**src/rtl/oursring_station_gen.sv**
```systemverilog
// Parametrised oursring ring station: sinks window RD/WR into a local request FIFO,
// forwards everything else, injects local responses. Optional perf counters: OURSRING_STATION_PERF_EN.
module oursring_station_gen #(
    parameter int            AW         = 40,
    parameter int            DW         = 64,
    parameter logic [AW-1:0] BASE_ADDR  = {AW{1'b0}},
    parameter logic [AW-1:0] ADDR_MASK  = {AW{1'b0}},
    parameter int            FIFO_DEPTH = 4,
    parameter int            STARVE_MAX = 8
) (
    input  logic          clk,
    input  logic          rstn,
    input  logic          ring_i_valid,
    output logic          ring_i_ready,
    input  logic [1:0]    ring_i_typ,
    input  logic [AW-1:0] ring_i_addr,
    input  logic [DW-1:0] ring_i_data,
    output logic          ring_o_valid,
    input  logic          ring_o_ready,
    output logic [1:0]    ring_o_typ,
    output logic [AW-1:0] ring_o_addr,
    output logic [DW-1:0] ring_o_data,
    output logic          loc_req_valid,
    input  logic          loc_req_ready,
    output logic [1:0]    loc_req_typ,
    output logic [AW-1:0] loc_req_addr,
    output logic [DW-1:0] loc_req_data,
    input  logic          loc_rsp_valid,
    output logic          loc_rsp_ready,
    input  logic [1:0]    loc_rsp_typ,
    input  logic [AW-1:0] loc_rsp_addr,
    input  logic [DW-1:0] loc_rsp_data
`ifdef OURSRING_STATION_PERF_EN
    ,
    output logic [31:0]   perf_fwd_cnt,
    output logic [31:0]   perf_sink_cnt,
    output logic [31:0]   perf_inj_cnt
`endif
);

    localparam int PW = $clog2(FIFO_DEPTH);
    localparam int SW = $clog2(STARVE_MAX + 1);
    localparam int FW = 2 + AW + DW;

    // st_type_e: only the sinkable types are needed here
    localparam logic [1:0] ST_RD = 2'd0;
    localparam logic [1:0] ST_WR = 2'd1;

    // st_state_e
    localparam logic [1:0] ST_IDLE         = 2'd0;
    localparam logic [1:0] ST_DR_OUT       = 2'd1;
    localparam logic [1:0] ST_INDIRECT_IN  = 2'd2;
    localparam logic [1:0] ST_INDIRECT_OUT = 2'd3;

    function automatic logic [SW-1:0] sat_inc(input logic [SW-1:0] v);
        return (v == SW'(STARVE_MAX)) ? v : v + SW'(1);
    endfunction

    logic [1:0]    state;
    logic [1:0]    out_typ_p0;
    logic [AW-1:0] out_addr_p0;
    logic [DW-1:0] out_data_p0;
    logic [SW-1:0] starve_cnt;

    logic [FW-1:0] fifo_mem [FIFO_DEPTH];
    logic [PW:0]   wr_ptr;
    logic [PW:0]   rd_ptr;

    logic match, sink, out_idle, out_free, fwd_req, inj_grant;
    logic fifo_empty, fifo_full, push, pop, fwd_xfer;

    assign match      = (ring_i_addr & ADDR_MASK) == (BASE_ADDR & ADDR_MASK);
    assign sink       = match && ((ring_i_typ == ST_RD) || (ring_i_typ == ST_WR));
    assign fifo_empty = (wr_ptr == rd_ptr);
    assign fifo_full  = (wr_ptr[PW] != rd_ptr[PW]) && (wr_ptr[PW-1:0] == rd_ptr[PW-1:0]);

    // ST_INDIRECT_IN is never loaded; treat it as empty if it ever appears
    assign out_idle  = (state == ST_IDLE) || (state == ST_INDIRECT_IN);
    assign out_free  = out_idle || ring_o_ready;
    assign fwd_req   = ring_i_valid && !sink;
    assign inj_grant = rstn && out_free && loc_rsp_valid
                       && (!fwd_req || (starve_cnt == SW'(STARVE_MAX)));

    assign ring_i_ready  = rstn && (sink ? !fifo_full : (out_free && !inj_grant));
    assign loc_rsp_ready = inj_grant;

    assign push     = ring_i_valid && ring_i_ready && sink;
    assign fwd_xfer = ring_i_valid && ring_i_ready && !sink;
    assign pop      = !fifo_empty && loc_req_ready;

    assign loc_req_valid = !fifo_empty;
    assign {loc_req_typ, loc_req_addr, loc_req_data} = fifo_mem[rd_ptr[PW-1:0]];

    assign ring_o_valid = !out_idle;
    assign ring_o_typ   = out_typ_p0;
    assign ring_o_addr  = out_addr_p0;
    assign ring_o_data  = out_data_p0;

    // request FIFO
    always_ff @(posedge clk) begin
        if (push) begin
            fifo_mem[wr_ptr[PW-1:0]] <= {ring_i_typ, ring_i_addr, ring_i_data};
        end
    end

    always_ff @(posedge clk) begin
        if (!rstn) begin
            wr_ptr <= '0;
            rd_ptr <= '0;
        end else begin
            if (push) wr_ptr <= wr_ptr + 1'b1;
            if (pop)  rd_ptr <= rd_ptr + 1'b1;
        end
    end

    // output register stage p0
    always_ff @(posedge clk) begin
        if (!rstn) begin
            state <= ST_IDLE;
        end else if (fwd_xfer) begin
            state <= ST_DR_OUT;
        end else if (inj_grant) begin
            state <= ST_INDIRECT_OUT;
        end else if (ring_o_ready) begin
            state <= ST_IDLE;
        end
    end

    always_ff @(posedge clk) begin
        if (fwd_xfer) begin
            out_typ_p0  <= ring_i_typ;
            out_addr_p0 <= ring_i_addr;
            out_data_p0 <= ring_i_data;
        end else if (inj_grant) begin
            out_typ_p0  <= loc_rsp_typ;
            out_addr_p0 <= loc_rsp_addr;
            out_data_p0 <= loc_rsp_data;
        end
    end

    // consecutive losses of a waiting injection to forwarded traffic
    always_ff @(posedge clk) begin
        if (!rstn) begin
            starve_cnt <= '0;
        end else if (inj_grant) begin
            starve_cnt <= '0;
        end else if (loc_rsp_valid && fwd_xfer) begin
            starve_cnt <= sat_inc(starve_cnt);
        end
    end

`ifdef OURSRING_STATION_PERF_EN
    always_ff @(posedge clk) begin
        if (!rstn) begin
            perf_fwd_cnt  <= '0;
            perf_sink_cnt <= '0;
            perf_inj_cnt  <= '0;
        end else begin
            if (fwd_xfer)  perf_fwd_cnt  <= perf_fwd_cnt + 32'd1;
            if (push)      perf_sink_cnt <= perf_sink_cnt + 32'd1;
            if (inj_grant) perf_inj_cnt  <= perf_inj_cnt + 32'd1;
        end
    end
`endif

endmodule

```
**config.mk**
```make
export PLATFORM = sky130hd
export DESIGN_NAME = oursring_station_gen
export DESIGN_NICKNAME = d
export VERILOG_FILES = /design/src/rtl/oursring_station_gen.sv
export SDC_FILE = /design/constraint.sdc
export NUM_CORES = 1
export LEC_CHECK = 0
export BUFFER_PORTS_ARGS = -buffer_cell sky130_fd_sc_hd__buf_2
export CAP_MARGIN = 0
export CELL_PAD_IN_SITES_DETAIL_PLACEMENT = 1
export CELL_PAD_IN_SITES_GLOBAL_PLACEMENT = 1
export CORE_ASPECT_RATIO = 1.5
export CORE_MARGIN = 3
export CORE_UTILIZATION = 50
export DETAILED_ROUTE_END_ITERATION = 10
export PLACE_DENSITY = 0.84
export SYNTH_ARGS = -nofsm -noshare
export SYNTH_HDL_FRONTEND = slang
export SYNTH_SLANG_ARGS = --single-unit
```
**constraint.sdc**
```tcl
create_clock -name clk -period 8.1 [get_ports clk]
set_clock_uncertainty 0.05 [all_clocks]
set_input_delay 1.215 -clock clk [delete_from_list [all_inputs] [get_ports clk]]
set_output_delay 1.215 -clock clk [all_outputs]
set_load 0.03 [all_outputs]
```
==> impl_results.md <==
- Slew Limit Headroom: 0.3171
- Fillers: 3538
- Synth area leader: edfxtp_1
- Post-CTS sizing: 0
- Die Height: 253.6 um
- Cell Area, Synth: approximately 20000 um^2
- Fin. Hold Viols: 0
- Required @ worst endpoint: just under 7 ns
- Crit end category: output pin
- Initial antenna violation count: 6
- MaxCap Viol Count: 0
- Area grow syn2layout: 21.58%
- Count of pins over their slew limit: 0
- Die width: 171.1 um
- Leak pwr: 8.659 nW
- Final Cycle Share: 0.5139
- Placed inst area: 23150 um^2
- Drt pass-1 iters: 4
- Peak VDD IR: 0.0002072 V
- Clk sinks: 543
- Vias/cell: 5.547
- # DRC: 0
- Worst Path Arrival: 2.90 ns
- Clock transition at path regs: 0.06 ns
- Core ar.: 40310 um^2
- Unique masters post-synth: 38
- Syn Nets: 1093
- Area share of the largest cell type after synthesis: 0.7786
- Seq/Total Area, Yosys: 0.7913
- Most common cell after layout, fill and taps aside: edfxtp_1
- Root Buffer: clkbuf_16
- TritonCTS clock tree: done
- Routed wire per std cell: around 26 um
- Syn avg cell area: 23.55 um^2
- First-pass GRT wire length: around 70 mm
- Post-CTS setup buffers: 0
- Share of cells above drive strength 1: 0.5274
- Worst slew pin tran: 1.024 ns
- RSZ-0062 raised after global routing: false
- Hold buffers post-CTS: 0
- Total Neg Setup Slack: 0 ns
- Power per Cell Area: 248.8 nW/um^2
- Full die area: approximately 43000 um^2
- Most frequent cells in the layout: 530 x edfxtp_1, 433 x buf_2, 106 x mux4_2
- Core Rows: 90
- Largest net degree at the start of global routing: 61
- Global-route usage over all layers: 0.2196
- Final min period: ~4.2 ns
- Nature of the critical path startpoint: flip-flop
- Hold WC Path Type: flip-flop to flip-flop
- YS warnings: 0
- CTS Buf Count: 50
- Clk_lat worst skew: 0.57 ns
- Fmax: 240.3 MHz
- Global route overflow: 0
- Htree depth: 2
- Critical-path maximum fanout: 57
- Final nets: 1551
- Post-DRT Antenna Nets: 0
- Detailed Route WL: between 40 and 50 mm
- Vias in the first global route: between 10000 and 15000
- Hpwl dp: around 32 mm
- Boundary Pins: 434
- Clock tree buffer depth: 3
- # port buffers: between 400 and 500
- GPL Wtd Cong: 0.7657
- Initial DRC count: roughly 640
- Final setup vio count: 0
- Power Total: 6.184 mW
- Largest cells by area after synthesis: edfxtp_1 78%, mux4_2 12%, mux2_2 4.8%, dfxtp_1 1.3%, mux2_1 0.94%
- Via Count: 10410
- Status: finished, final reports clean
- Initial core utilization: 0.5070
- Crit Path Class: flip-flop to output pin
- Cell area after layout: 24850 um^2
- Flops & latches, synth: around 540
- Syn Inst Count: 868
==> kinds of logic (layout without fill, tap and decap cells) <==
family	after synthesis	count (layout)	share of synthesized area
mux	213	213	0.1756
simple gates	43	43	0.01090
xor+xnor	6	6	0.002571
buf+inv	42	541	0.009794
compound gates	14	14	0.005510
flops	543	543	0.7913
other cells	0	4	0
fa+ha+maj	7	7	0.004285
==> routing by layer <==
layer,GRT usage,routed length [um],vias up
met5,0,22,-
met4,0.08882,1997,4
met3,0.04015,2529,106
met2,0.3923,26220,366
met1,0.2630,17370,5383
li1,-,-,4553
==> path summary, 6_finish.rpt <==
kind                         startpoint                         end  slack, ns  cells past startpoint
max                           flip-flop            loc_req_addr[17]       3.94                      3
max reg2reg  starve_cnt[0]$_SDFFE_PP0P_   ring_o_data[59]$_DFFE_PP_       4.67                      8
min reg2reg  starve_cnt[1]$_SDFFE_PP0P_  starve_cnt[1]$_SDFFE_PP0P_       0.45                      2
min          starve_cnt[1]$_SDFFE_PP0P_  starve_cnt[1]$_SDFFE_PP0P_       0.45                      2
==> stage by stage <==
stage	setup slack [ns]	utilization	instances	hold slack, ns
floorplan	3.427	-	868	0.4119
finish	3.938	0.6165	1877	0.4473
CTS	3.849	0.6162	1873	0.4464
detailed placement	3.844	0.5744	1780	0.4368
global route	3.771	0.6165	1877	0.4800
global placement	3.971	0.5744	1780	0.4284
==> power by group <==
group	internal [mW]	switching, mW	leakage (nW)
sequential	3.15	0.0224	4.93
clock	1.41	0.987	0.831
combinational	0.222	0.392	2.90
total	4.78	1.40	8.66
==> registers in the layout, indices dropped and copies added, names as in the netlist, named ones only <==
signal	count
starve_cnt	4
ring_o_data	64
rd_ptr	3
ring_o_addr	40
fifo_mem	424
ring_o_typ	2
state	1
wr_ptr	3
==> cells in the mapped netlist <==
master,n
a21o_1,1
buf_6,2
o31ai_1,1
a31oi_1,3
a221oi_1,1
nor2_1,8
a21oi_1,3
or2_2,2
o31a_1,1
or4_1,3
nand2b_1,1
and2_1,5
dfxtp_1,13
xnor2_1,2
buf_4,1
nand4_1,2
and3_1,1
a2bb2oi_1,1
buf_1,1
inv_1,5
xor2_1,4
or3_1,3
a211oi_4,1
ha_1,7
nor2b_1,2
o2111ai_1,1
mux2_1,17
mux4_2,106
buf_2,19
mux2_2,88
nand3_1,3
clkbuf_1,14
o21ai_2,1
nand2_1,11
mux2i_1,2
and3b_1,1
nor3_1,1
edfxtp_1,530
==> critical path, stage by stage (launching register included) <==
cell and delay [ns]:
dfxtp_4 0.80, buf_4 0.74, mux4_2 0.43, buf_2 0.21
==> final cells by class <==
| class | instances | area, um^2 | area share |
|---|---|---|---|
| multi-input combinational | 283 | 4078 | 0.1641 |
| clock inverter | 33 | 335.3 | 0.01349 |
| timing repair buffer | 443 | 2242 | 0.09022 |
| inverter | 5 | 18.77 | 0.0007552 |
| sequential | 543 | 16180 | 0.6512 |
| clock buffer | 60 | 1353 | 0.05442 |
| tap | 506 | 633.1 | 0.02547 |
| antenna | 4 | 10.01 | 0.0004028 |
No activity file was read; power rests on OpenSTA's default activity.
